### config.mk
export PLATFORM = sky130hd
export DESIGN_NAME = fpu_muldiv_arbiter_flat
export DESIGN_NICKNAME = d
export VERILOG_FILES = /design/src/rtl/fpu_muldiv_arbiter_if.sv /design/src/rtl/fpu_muldiv_arbiter.sv /design/src/flat_wrapper.sv
export SDC_FILE = /design/constraint.sdc
export NUM_CORES = 1
export LEC_CHECK = 0
export ABC_AREA = 1
export BUFFER_PORTS_ARGS = -buffer_cell sky130_fd_sc_hd__buf_2
export CAP_MARGIN = 5
export CELL_PAD_IN_SITES_DETAIL_PLACEMENT = 0
export CELL_PAD_IN_SITES_GLOBAL_PLACEMENT = 1
export CORE_AREA = 4 4 112 114
export DETAILED_ROUTE_END_ITERATION = 12
export DIE_AREA = 0 0 116 118
export PLACE_DENSITY = 0.78
export SETUP_SLACK_MARGIN = 0.3
export SYNTH_ARGS = -nofsm -noshare
export SYNTH_HDL_FRONTEND = slang
export SYNTH_SLANG_ARGS = --single-unit
export TNS_END_PERCENT = 50
### constraint.sdc
create_clock -name clk -period 3.63 [get_ports clk]
set_clock_uncertainty 0.15 [all_clocks]
set_input_delay 0.5445 -clock clk [delete_from_list [all_inputs] [get_ports clk]]
set_output_delay 0.5445 -clock clk [all_outputs]
set_load 0.05 [all_outputs]
### src/rtl/fpu_muldiv_arbiter_if.sv
// Signal bundle between the two FPU requesters, the arbiter and the shared mul/div unit.
// The arbiter side uses modport slave; requesters plus the unit sit on modport master.
`default_nettype none
interface fpu_muldiv_arbiter_if;
    logic        req0, req1;
    logic [15:0] opX0, opX1, opY0, opY1;
    logic        opDiv0, opDiv1;
    logic        gnt0, gnt1, done0, done1;
    logic [15:0] res0, res1;
    logic [1:0]  flags0, flags1;
    logic [15:0] mdX, mdY;
    logic        mdMulOrDiv, mdReset;
    logic [15:0] mdResult;
    logic [1:0]  mdOFUF;
    logic        mdDone;
    logic        busy, lastGrant, timeoutErr;

    modport slave (
        input  req0, req1, opX0, opX1, opY0, opY1, opDiv0, opDiv1,
        input  mdResult, mdOFUF, mdDone,
        output gnt0, gnt1, done0, done1, res0, res1, flags0, flags1,
        output mdX, mdY, mdMulOrDiv, mdReset, busy, lastGrant, timeoutErr
    );

    modport master (
        output req0, req1, opX0, opX1, opY0, opY1, opDiv0, opDiv1,
        output mdResult, mdOFUF, mdDone,
        input  gnt0, gnt1, done0, done1, res0, res1, flags0, flags1,
        input  mdX, mdY, mdMulOrDiv, mdReset, busy, lastGrant, timeoutErr
    );
endinterface
`default_nettype wire

### src/rtl/fpu_muldiv_arbiter.sv
// Round-robin sharing of one half-precision mul/div unit between two requesters.
// Optional RUN-state watchdog enabled by defining FPU_MD_TIMEOUT_EN.
`default_nettype none
module fpu_muldiv_arbiter #(
    parameter int RESET_CYCLES   = 1,
    parameter int TIMEOUT_CYCLES = 64
) (
    input  logic                       clk,
    input  logic                       reset,
    fpu_muldiv_arbiter_if.slave        bus
);
    typedef enum logic [1:0] {IDLE, LAUNCH, RUN, RESPOND} state_t;

    localparam logic [3:0] RC_LAST = 4'(RESET_CYCLES - 1);
    localparam logic [7:0] TO_LAST = 8'(TIMEOUT_CYCLES - 1);

    state_t            state_q, state_d;
    logic [3:0]        rcnt_q, rcnt_d;
    logic              run_first_q, run_first_d;
    logic              last_grant_q, last_grant_d;
    logic [15:0]       md_x_q, md_x_d, md_y_q, md_y_d;
    logic              md_div_q, md_div_d;
    logic              md_reset_q, md_reset_d;
    logic [1:0]        gnt_q, gnt_d, done_q, done_d;
    logic [1:0][15:0]  res_q, res_d;
    logic [1:0][1:0]   flags_q, flags_d;
    logic              busy_q, busy_d;
    logic              terr_q, terr_d;
    logic [1:0]        req;
    logic              win;

`ifdef FPU_MD_TIMEOUT_EN
    logic [7:0]        to_cnt_q, to_cnt_d;
`else
    logic              unused_timeout_cfg;
    assign unused_timeout_cfg = ^TO_LAST;
`endif

    assign req = {bus.req1, bus.req0};

    always_comb begin
        state_d      = state_q;
        rcnt_d       = rcnt_q;
        run_first_d  = run_first_q;
        last_grant_d = last_grant_q;
        md_x_d       = md_x_q;
        md_y_d       = md_y_q;
        md_div_d     = md_div_q;
        res_d        = res_q;
        flags_d      = flags_q;
        gnt_d        = 2'b00;
        done_d       = 2'b00;
        terr_d       = 1'b0;
        win          = 1'b0;
`ifdef FPU_MD_TIMEOUT_EN
        to_cnt_d     = to_cnt_q;
`endif
        case (state_q)
            IDLE: begin
                if (req != 2'b00) begin
                    // Contention goes to whoever was not served last.
                    win          = (req == 2'b11) ? ~last_grant_q : req[1];
                    last_grant_d = win;
                    md_x_d       = win ? bus.opX1 : bus.opX0;
                    md_y_d       = win ? bus.opY1 : bus.opY0;
                    md_div_d     = win ? bus.opDiv1 : bus.opDiv0;
                    gnt_d[win]   = 1'b1;
                    rcnt_d       = 4'd0;
                    state_d      = LAUNCH;
                end
            end
            LAUNCH: begin
                if (rcnt_q == RC_LAST) begin
                    run_first_d = 1'b1;
`ifdef FPU_MD_TIMEOUT_EN
                    to_cnt_d    = 8'd0;
`endif
                    state_d     = RUN;
                end else begin
                    rcnt_d = rcnt_q + 4'd1;
                end
            end
            RUN: begin
                run_first_d = 1'b0;
`ifdef FPU_MD_TIMEOUT_EN
                to_cnt_d    = to_cnt_q + 8'd1;
`endif
                // The unit's done level may still be left over from the previous op on entry.
                if (bus.mdDone && !run_first_q) begin
                    res_d[last_grant_q]   = bus.mdResult;
                    flags_d[last_grant_q] = bus.mdOFUF;
                    done_d[last_grant_q]  = 1'b1;
                    state_d               = RESPOND;
                end
`ifdef FPU_MD_TIMEOUT_EN
                else if (to_cnt_q == TO_LAST) begin
                    res_d[last_grant_q]   = 16'h7E00;
                    flags_d[last_grant_q] = 2'b11;
                    done_d[last_grant_q]  = 1'b1;
                    terr_d                = 1'b1;
                    state_d               = RESPOND;
                end
`endif
            end
            RESPOND: state_d = IDLE;
            default: state_d = IDLE;
        endcase
        md_reset_d = (state_d != RUN);
        busy_d     = (state_d != IDLE);
    end

    always_ff @(posedge clk or posedge reset) begin
        if (reset) begin
            state_q      <= IDLE;
            rcnt_q       <= 4'd0;
            run_first_q  <= 1'b0;
            last_grant_q <= 1'b1;
            md_x_q       <= 16'd0;
            md_y_q       <= 16'd0;
            md_div_q     <= 1'b0;
            md_reset_q   <= 1'b1;
            gnt_q        <= 2'b00;
            done_q       <= 2'b00;
            res_q        <= '0;
            flags_q      <= '0;
            busy_q       <= 1'b0;
            terr_q       <= 1'b0;
`ifdef FPU_MD_TIMEOUT_EN
            to_cnt_q     <= 8'd0;
`endif
        end else begin
            state_q      <= state_d;
            rcnt_q       <= rcnt_d;
            run_first_q  <= run_first_d;
            last_grant_q <= last_grant_d;
            md_x_q       <= md_x_d;
            md_y_q       <= md_y_d;
            md_div_q     <= md_div_d;
            md_reset_q   <= md_reset_d;
            gnt_q        <= gnt_d;
            done_q       <= done_d;
            res_q        <= res_d;
            flags_q      <= flags_d;
            busy_q       <= busy_d;
            terr_q       <= terr_d;
`ifdef FPU_MD_TIMEOUT_EN
            to_cnt_q     <= to_cnt_d;
`endif
        end
    end

    assign bus.gnt0       = gnt_q[0];
    assign bus.gnt1       = gnt_q[1];
    assign bus.done0      = done_q[0];
    assign bus.done1      = done_q[1];
    assign bus.res0       = res_q[0];
    assign bus.res1       = res_q[1];
    assign bus.flags0     = flags_q[0];
    assign bus.flags1     = flags_q[1];
    assign bus.mdX        = md_x_q;
    assign bus.mdY        = md_y_q;
    assign bus.mdMulOrDiv = md_div_q;
    assign bus.mdReset    = md_reset_q;
    assign bus.busy       = busy_q;
    assign bus.lastGrant  = last_grant_q;
    assign bus.timeoutErr = terr_q;
endmodule
`default_nettype wire

### src/flat_wrapper.sv
// flat-port wrapper written by rule: the top's interface ports become plain ports
module fpu_muldiv_arbiter_flat 
#(
    parameter int RESET_CYCLES   = 1,
    parameter int TIMEOUT_CYCLES = 64
)
  (clk, reset, bus_req0, bus_req1, bus_opX0, bus_opX1, bus_opY0, bus_opY1, bus_opDiv0, bus_opDiv1, bus_mdResult, bus_mdOFUF, bus_mdDone, bus_gnt0, bus_gnt1, bus_done0, bus_done1, bus_res0, bus_res1, bus_flags0, bus_flags1, bus_mdX, bus_mdY, bus_mdMulOrDiv, bus_mdReset, bus_busy, bus_lastGrant, bus_timeoutErr);
  fpu_muldiv_arbiter_if bus_i ();
  input  logic clk;
  input  logic reset;
  input wire logic [$bits(bus_i.req0)-1:0] bus_req0;
  input wire logic [$bits(bus_i.req1)-1:0] bus_req1;
  input wire logic [$bits(bus_i.opX0)-1:0] bus_opX0;
  input wire logic [$bits(bus_i.opX1)-1:0] bus_opX1;
  input wire logic [$bits(bus_i.opY0)-1:0] bus_opY0;
  input wire logic [$bits(bus_i.opY1)-1:0] bus_opY1;
  input wire logic [$bits(bus_i.opDiv0)-1:0] bus_opDiv0;
  input wire logic [$bits(bus_i.opDiv1)-1:0] bus_opDiv1;
  input wire logic [$bits(bus_i.mdResult)-1:0] bus_mdResult;
  input wire logic [$bits(bus_i.mdOFUF)-1:0] bus_mdOFUF;
  input wire logic [$bits(bus_i.mdDone)-1:0] bus_mdDone;
  output wire logic [$bits(bus_i.gnt0)-1:0] bus_gnt0;
  output wire logic [$bits(bus_i.gnt1)-1:0] bus_gnt1;
  output wire logic [$bits(bus_i.done0)-1:0] bus_done0;
  output wire logic [$bits(bus_i.done1)-1:0] bus_done1;
  output wire logic [$bits(bus_i.res0)-1:0] bus_res0;
  output wire logic [$bits(bus_i.res1)-1:0] bus_res1;
  output wire logic [$bits(bus_i.flags0)-1:0] bus_flags0;
  output wire logic [$bits(bus_i.flags1)-1:0] bus_flags1;
  output wire logic [$bits(bus_i.mdX)-1:0] bus_mdX;
  output wire logic [$bits(bus_i.mdY)-1:0] bus_mdY;
  output wire logic [$bits(bus_i.mdMulOrDiv)-1:0] bus_mdMulOrDiv;
  output wire logic [$bits(bus_i.mdReset)-1:0] bus_mdReset;
  output wire logic [$bits(bus_i.busy)-1:0] bus_busy;
  output wire logic [$bits(bus_i.lastGrant)-1:0] bus_lastGrant;
  output wire logic [$bits(bus_i.timeoutErr)-1:0] bus_timeoutErr;
  assign bus_i.req0 = bus_req0;
  assign bus_i.req1 = bus_req1;
  assign bus_i.opX0 = bus_opX0;
  assign bus_i.opX1 = bus_opX1;
  assign bus_i.opY0 = bus_opY0;
  assign bus_i.opY1 = bus_opY1;
  assign bus_i.opDiv0 = bus_opDiv0;
  assign bus_i.opDiv1 = bus_opDiv1;
  assign bus_i.mdResult = bus_mdResult;
  assign bus_i.mdOFUF = bus_mdOFUF;
  assign bus_i.mdDone = bus_mdDone;
  assign bus_gnt0 = bus_i.gnt0;
  assign bus_gnt1 = bus_i.gnt1;
  assign bus_done0 = bus_i.done0;
  assign bus_done1 = bus_i.done1;
  assign bus_res0 = bus_i.res0;
  assign bus_res1 = bus_i.res1;
  assign bus_flags0 = bus_i.flags0;
  assign bus_flags1 = bus_i.flags1;
  assign bus_mdX = bus_i.mdX;
  assign bus_mdY = bus_i.mdY;
  assign bus_mdMulOrDiv = bus_i.mdMulOrDiv;
  assign bus_mdReset = bus_i.mdReset;
  assign bus_busy = bus_i.busy;
  assign bus_lastGrant = bus_i.lastGrant;
  assign bus_timeoutErr = bus_i.timeoutErr;
  fpu_muldiv_arbiter #(.RESET_CYCLES(RESET_CYCLES), .TIMEOUT_CYCLES(TIMEOUT_CYCLES)) u_core (.clk(clk), .reset(reset), .bus(bus_i));
endmodule
Yosys cells after proc, flatten, opt, wreduce, memory -nomap -nowiden
Index checks and enable logic that the tools add are counted.
{"block": "op_classes", "reduce_logical": 14, "bitwise": 1, "add_sub_neg": 1, "magnitude_cmp": 4, "muxes": 27, "eq_ne": 8}
{"op": "16-bit two-way mux", "n": 3}
{"op": "32-bit bitwise mux", "n": 1}
{"op": "16-bit demux with 1-bit select", "n": 1}
{"op": "2-bit two-way mux", "n": 8}
{"op": "4-bit two-way mux", "n": 2}
{"op": "2-bit case mux with 4 select lines", "n": 1}
{"op": "4-bit case mux with 2 select lines", "n": 1}
{"op": "2-bit nonzero test", "n": 4}
{"op": "2-bit equality test (second input constant)", "n": 3}
{"op": "2-bit AND reduction", "n": 3}
{"op": "1-bit two-way mux", "n": 5}
{"op": "4-bit by 1-bit adder with 4-bit output (second input constant)", "n": 1}
{"op": "4-bit bitwise mux", "n": 1}
{"op": "4-bit logical NOT", "n": 1}
{"op": "1-bit by 2-bit less-than comparator with 1-bit output (second input constant)", "n": 2}
{"op": "2-bit by 1-bit != test with 1-bit output (second input constant)", "n": 2}
{"op": "2-bit != test (second input constant)", "n": 2}
{"op": "1-bit logical AND", "n": 3}
{"op": "3-bit AND reduction", "n": 1}
{"op": "1-bit demux with 1-bit select", "n": 2}
{"op": "2-bit demux with 1-bit select", "n": 1}
{"op": "2-bit by 1-bit equality test with 1-bit output (second input constant)", "n": 1}
{"op": "1-bit greater-or-equal comparator (second input constant)", "n": 2}
{"op": "2-bit logical NOT", "n": 1}
{"op": "other kinds (3)", "n": 3}
{"block": "word_totals", "out_inout_bits": 77, "inputBits": 89, "reg_bits": 83}

Longest topological paths before layout
Gate-level depths: netlist of the first run.
{"block": "depth", "word_depth": 8, "mapped_depth": 8}

Worst setup path before layout of the first run
Ideal clock, no wire load.
{"block": "synth_path", "kind": "register to register", "start": "register u_core.last_grant_q, in the netlist u_core.bus.lastGrant", "end": "register u_core.md_div_q, in the netlist u_core.bus.mdMulOrDiv", "t_arrival_ns": 1.318, "setup_time_ns": 0.118, "slack_ns": 2.044, "required_time_ns": 3.362, "stages_incl_launch_ff": 9, "path_cell_list": "dfstp_2 > nand2_2 > nand2_4 > inv_6 > buf_6 > nand2_1 > nand2_1 > nand2_1 > nand2_1"}
{"block": "synth_between", "elab_chain_cells": 3}
{"element": "start: declaration", "line_no": "fpu_muldiv_arbiter.sv:20", "source": "logic last_grant_q, last_grant_d;"}
{"element": "start signal: assignment", "line_no": "fpu_muldiv_arbiter.sv:135", "source": "last_grant_q <= last_grant_d;"}
{"element": "1-bit inverter", "line_no": "fpu_muldiv_arbiter.sv:62", "source": "win = (req == 2'b11) ? ~last_grant_q : req[1];"}
{"element": "1-bit two-way mux", "line_no": "fpu_muldiv_arbiter.sv:62"}
{"element": "1-bit two-way mux", "line_no": "fpu_muldiv_arbiter.sv:66", "source": "md_div_d = win ? bus.opDiv1 : bus.opDiv0;"}
{"element": "end signal: assignment", "line_no": "fpu_muldiv_arbiter.sv:138", "source": "md_div_q <= md_div_d;"}
{"element": "end: declaration", "line_no": "fpu_muldiv_arbiter.sv:22", "source": "logic md_div_q, md_div_d;"}
No other way between the ends.
A chain may end at the register's enable or synchronous reset.

Worst setup path in the final report of the first run
{"block": "layout_path", "start": "register u_core.last_grant_q, in the netlist u_core.bus.lastGrant", "end": "output port bus_lastGrant"}
{"element": "end: declaration", "line_no": "flat_wrapper.sv:35", "source": "output wire logic [$bits(bus_i.lastGrant)-1:0] bus_lastGrant;"}
No word-level cell between the ends.

==> results.json, run 1 <==
{
  "yosysSeqAreaShare": 0.544,
  "post-dp-hpwl_microns": 6870,
  "routedWlPerCell_microns": 12.0,
  "critPathArrivalTime_ns": 1.22,
  "io-pin-count": 166,
  "numCtsBuffers": 9,
  "cts_setup_buffers": 0,
  "fin_ws_ns": 1.71,
  "fmax_ghz": 0.522,
  "fin_crit_sh": 0.528,
  "antenna_cells": 0,
  "syn2layout_area_growth_pct": 30.0,
  "numPortBuffers": 164,
  "wl_microns": 9140,
  "die_area_sq_um": 13700,
  "hold_viol": 0,
  "syn-num-nets": 544,
  "cts_tree": "done",
  "fin_crit_ns": 1.92,
  "drv_slew": 0,
  "path_max_fanout": 5,
  "fp.dieW_microns": 116,
  "leakagePower_nw": 2.93,
  "grt_pass1_wl_microns": 15000,
  "drt_iter0_drc": 127,
  "slew_headroom": 0.488,
  "layout-drive-gt1-share": 0.355,
  "setup_tns_ns": 0,
  "cts_root_buf": "clkbuf_16",
  "clockBufferDepth": 2,
  "firstDrtPassIters": 4,
  "cp-end-kind": "output port",
  "crit_type": "reg -> out",
  "critPathTopFamily": "flip-flops",
  "htreeDepth": 3,
  "dp.cells": 743,
  "final-setup-viol-count": 0,
  "synth-seq-cells": 83,
  "cap_violations": 0,
  "reg2reg_setup_slack_ns": 1.88,
  "postSynthCellCount": 453,
  "post_dp_cell_area_sq_um": 4650,
  "total_power_mw": 5.00,
  "status": "complete, no violations",
  "start_util": 0.335,
  "cpPeakStageDelay_ns": 0.61,
  "overflow": 0,
  "rsz0062_at_grt": "no",
  "syn_area_sq_um": 3820,
  "grt_max_degree": 46,
  "tightest_slew_ns": 0.766,
  "crit_start": "u_core.bus.lastGrant",
  "avgSynthCellArea_sq_um": 8.44,
  "clk_pin_slew_ns": 0.07,
  "nNetsFinal": 703,
  "num_vias": 3303,
  "yosysWarnings": 0,
  "rr_startpoint": "u_core.bus.lastGrant",
  "routabilityCongestion": 0.779,
  "antenna_found_initial": 0,
  "vdd_ir_drop_max_mv": 0.492,
  "row_count": 39,
  "hold_path.startpoint": "bus_mdResult[13]",
  "synth_cell_types": 26,
  "first_global_vias": 3288,
  "critPathRequiredTime_ns": 2.94,
  "powerDensity_nw_per_um2": 1010,
  "drcViolationCount": 0,
  "grt_use_total": 0.134,
  "ant_nets": 0,
  "startpoint_type": "flop",
  "hp-class": "in -> reg",
  "final_cells": 760,
  "path_buf_inv": 1,
  "final_cell_mix": "nand2_1 (250), buf_2 (164), dfrtp_1 (81)",
  "layout_commonest_cell": "nand2_1",
  "vias_per_cell": 4.35,
  "cp_cell_sequence": "buf_2",
  "fillers": 1182,
  "die_h_microns": 118,
  "worstSkewPairLatency_ns": 0.33,
  "stdcell_area_sq_um": 4970,
  "cts_sinks": 83,
  "dp_slack_ns": 1.68,
  "crit_slowest_cell": "dfstp_2",
  "core-area_sq_um": 11400
}
## what timing repair did
action	CTS	global route
hold buffers	1	0
resized for setup	0	0
hold endpoints to repair	7	0
## path summary, 6_finish.rpt
| kind | end | cells past startpoint |
|---|---|---|
| max | bus_lastGrant | 1 |
| min | u_core.bus.res1[13] | 3 |
| max reg2reg | u_core.bus.res0[2] | 4 |
| min reg2reg | u_core.bus.mdY[13] | 2 |
| max in group asynchronous | u_core.state_q[0] | 4 |
| min in group asynchronous | u_core.bus.res1[1] | 3 |
## cells in the mapped netlist (all sizes together)
cell type  number  area, sq um
a21oi           1         5.00
buf            17          159
clkbuf          3         41.3
conb            1         3.75
dfrtp          81         2030
dfstp           2         52.6
ha              2         25.0
inv            30          118
nand2         253          962
nand3           9         57.6
nand4           1         6.26
nor2           11         58.8
nor3            1         10.0
o21ai          39          282
o21bai          1         7.51
xnor2           1         8.76
## metrics by stage
step / util / hold slack (ns)
4_1_cts: 0.435 / 0.310
6_report: 0.435 / 0.325
2_1_floorplan: - / 0.342
5_1_grt: 0.435 / 0.319
3_3_place_gp: 0.407 / 0.285
3_5_place_dp: 0.407 / 0.292
## power breakdown
part	total [mW]	internal, mW	leakage (nW)	switching [mW]
sequential	1.55	1.32	1.05	0.232
combinational	2.52	0.570	1.73	1.95
clock	0.926	0.559	0.146	0.367
## kinds of logic (layout without fill, tap and decap cells)
logic type,after synthesis,after routing,synth area share
compound gates,41,41,0.0769
xor+xnor,1,1,0.00229
fa+ha+maj,2,2,0.00654
buf+inv,50,214,0.0831
flops,83,83,0.544
other cells,1,1,0.000981
simple gates,275,275,0.286
## registers in the layout, indices dropped and copies added, names as in the netlist, 2 cells and up
signal             flops
u_core.bus.mdX        16
u_core.bus.mdY        16
u_core.bus.res0       16
u_core.bus.res1       16
u_core.rcnt_q          4
u_core.bus.flags0      2
u_core.bus.flags1      2
u_core.done_q          2
u_core.gnt_q           2
u_core.state_q         2
## final cells by class
type,count,area (sq um),share of cell area
multi-input cells,320,1430,0.288
flip-flops and latches,83,2080,0.418
well taps,143,179,0.0360
inverters,30,119,0.0239
clock inverters,6,71.3,0.0143
repair buffers,168,853,0.172
clock buffers,10,239,0.0481
## routing by layer
metal | share of wire | vias to the layer above | track usage
met1 | 0.44 | 1489 | 0.166
met2 | 0.47 | 107 | 0.227
met4 | 0.015 | 0 | 0.0471
met5 | 0 | - | 0
li1 | - | 1696 | -
met3 | 0.077 | 11 | 0.0308
(Power assumes the default switching activity.)
==> run 2, diff against run 1 <==
Clock period 3.63 ns to 1.9 ns, I/O delays scaled along.
==> results.json, run 2 (same netlist as run 1, synthesis figures left out) <==
{
  "clockBufferDepth": 2,
  "critPathTopFamily": "flip-flops",
  "tightest_slew_ns": 0.527,
  "htreeDepth": 3,
  "numPortBuffers": 164,
  "status": "complete, no violations",
  "gr-usage-met2": 0.231,
  "cts_root_buf": "clkbuf_16",
  "fmax_ghz": 0.645,
  "cpPeakStageDelay_ns": 0.61,
  "syn2layout_area_growth_pct": 32.3,
  "die_h_microns": 118,
  "num_vias": 3303,
  "row_count": 39,
  "die_area_sq_um": 13700,
  "startpoint_type": "flop",
  "path_buf_inv": 1,
  "drt_iter0_drc": 210,
  "ant_nets": 0,
  "first_global_vias": 3351,
  "cp-end-kind": "output port",
  "post-dp-hpwl_microns": 7090,
  "cts_tree": "done",
  "clk_pin_slew_ns": 0.06,
  "crit_slowest_cell": "dfstp_2",
  "routabilityCongestion": 0.753,
  "io-pin-count": 166,
  "drv_slew": 0,
  "hold_depth": 3,
  "rsz0062_at_grt": "no",
  "layout-drive-gt1-share": 0.360,
  "numCtsBuffers": 9,
  "final-setup-viol-count": 0,
  "vias_per_cell": 4.32,
  "worstSkewPairLatency_ns": 0.33,
  "rr_startpoint": "u_core.state_q[1]",
  "gr-usage-met1": 0.182,
  "fillers": 1193,
  "grt_max_degree": 39,
  "path_max_fanout": 5,
  "vdd_ir_drop_max_mv": 0.888,
  "fin_ws_ns": 0.350,
  "post_dp_cell_area_sq_um": 4760,
  "crit_type": "reg -> out",
  "multiInputGateArea_sq_um": 1440,
  "hold_viol": 0,
  "final_cell_mix": "nand2_1 (250), buf_2 (163), dfrtp_1 (81)",
  "cts_sinks": 83,
  "wl_microns": 9510,
  "cap_violations": 0,
  "routedWlPerCell_microns": 12.4,
  "layout_commonest_cell": "nand2_1",
  "core-area_sq_um": 11400,
  "holdPathEnd": "u_core.bus.res1[10]",
  "hp-class": "in -> reg",
  "overflow": 0,
  "slew_headroom": 0.648,
  "hold_path.startpoint": "bus_mdResult[10]",
  "critPathArrivalTime_ns": 1.12,
  "grt_pass1_wl_microns": 15600,
  "fp.dieW_microns": 116,
  "powerDensity_nw_per_um2": 1890,
  "firstDrtPassIters": 4,
  "grt_use_met3": 0.0298,
  "critPathRequiredTime_ns": 1.46,
  "top_usage_layer": "met2",
  "r2r-end": "u_core.bus.flags1[1]",
  "reg2reg_setup_slack_ns": 0.43,
  "start_util": 0.335,
  "dp_slack_ns": 0.393,
  "nNetsFinal": 709,
  "grt_use_total": 0.141,
  "leakagePower_nw": 2.97,
  "fin_crit_sh": 0.816,
  "reg2reg_depth": 6,
  "stdcell_area_sq_um": 5060,
  "cp_cell_sequence": "buf_6",
  "fin_crit_ns": 1.55,
  "seq_area_sq_um": 2080,
  "antenna_found_initial": 0,
  "cts_setup_buffers": 0,
  "drcViolationCount": 0,
  "antenna_cells": 0,
  "setup_tns_ns": 0,
  "total_power_mw": 9.56
}
[run 2: cell count changes in the layout (fill, tap and decap cells not counted), sizes merged]
cell	previous run	this run
inv	32	29
clkinv	1	2
clkinvlp	2	3
buf	167	173
[run 2: report_power, final]
group	leakage (nW)	total [mW]	switching (mW)	internal (mW)
logic	1.78	4.95	3.77	1.18
registers	1.05	2.94	0.422	2.51
clock network	0.134	1.68	0.670	1.01
total	2.97	9.56	4.86	4.70
[run 2: worst max-delay path by stage]
stage,end,slack [ns],depth (start not counted),from
2_1_floorplan,u_core.bus.mdMulOrDiv,0.31,8,u_core.bus.lastGrant
3_5_place_dp,u_core.bus.flags1[1],0.39,7,bus_mdDone
5_1_grt,u_core.bus.mdX[3],0.30,7,u_core.bus.lastGrant
3_3_place_gp,u_core.bus.res1[5],0.44,7,bus_mdDone
6_report,bus_lastGrant,0.35,1,u_core.bus.lastGrant
4_1_cts,bus_lastGrant,0.32,1,u_core.bus.lastGrant
[run 2: per-stage QoR]
stage	hold slack [ns]	util	instances
after floorplan	0.286	-	453
after global routing	0.0650	0.443	765
after CTS	0.0583	0.443	765
after global placement	0.217	0.417	749
after detailed placement	0.218	0.417	749
final	0.0708	0.443	765
[run 2: metal layers]
layer / vias to the layer above / part of all wire / wire, microns
li1: 1710 / - / -
met1: 1456 / 0.44 / 4180
met2: 130 / 0.46 / 4400
met3: 7 / 0.087 / 831
met4: 0 / 0.0095 / 90
met5: - / 0 / 0
[run 2: timing repair]
action	in CTS	in global routing
resized for setup	2	1
hold endpoints to repair	17	0
setup endpoints to repair	1	5
hold buffers	1	0
[run 2: final cells by class]
type,instances,share of cell area
Clock inverter,5,0.0109
Inverter,30,0.0240
Sequential cell,83,0.411
Tap cell,143,0.0354
Clock buffer,10,0.0453
Timing Repair Buffer,174,0.189
Multi-Input combinational cell,320,0.285
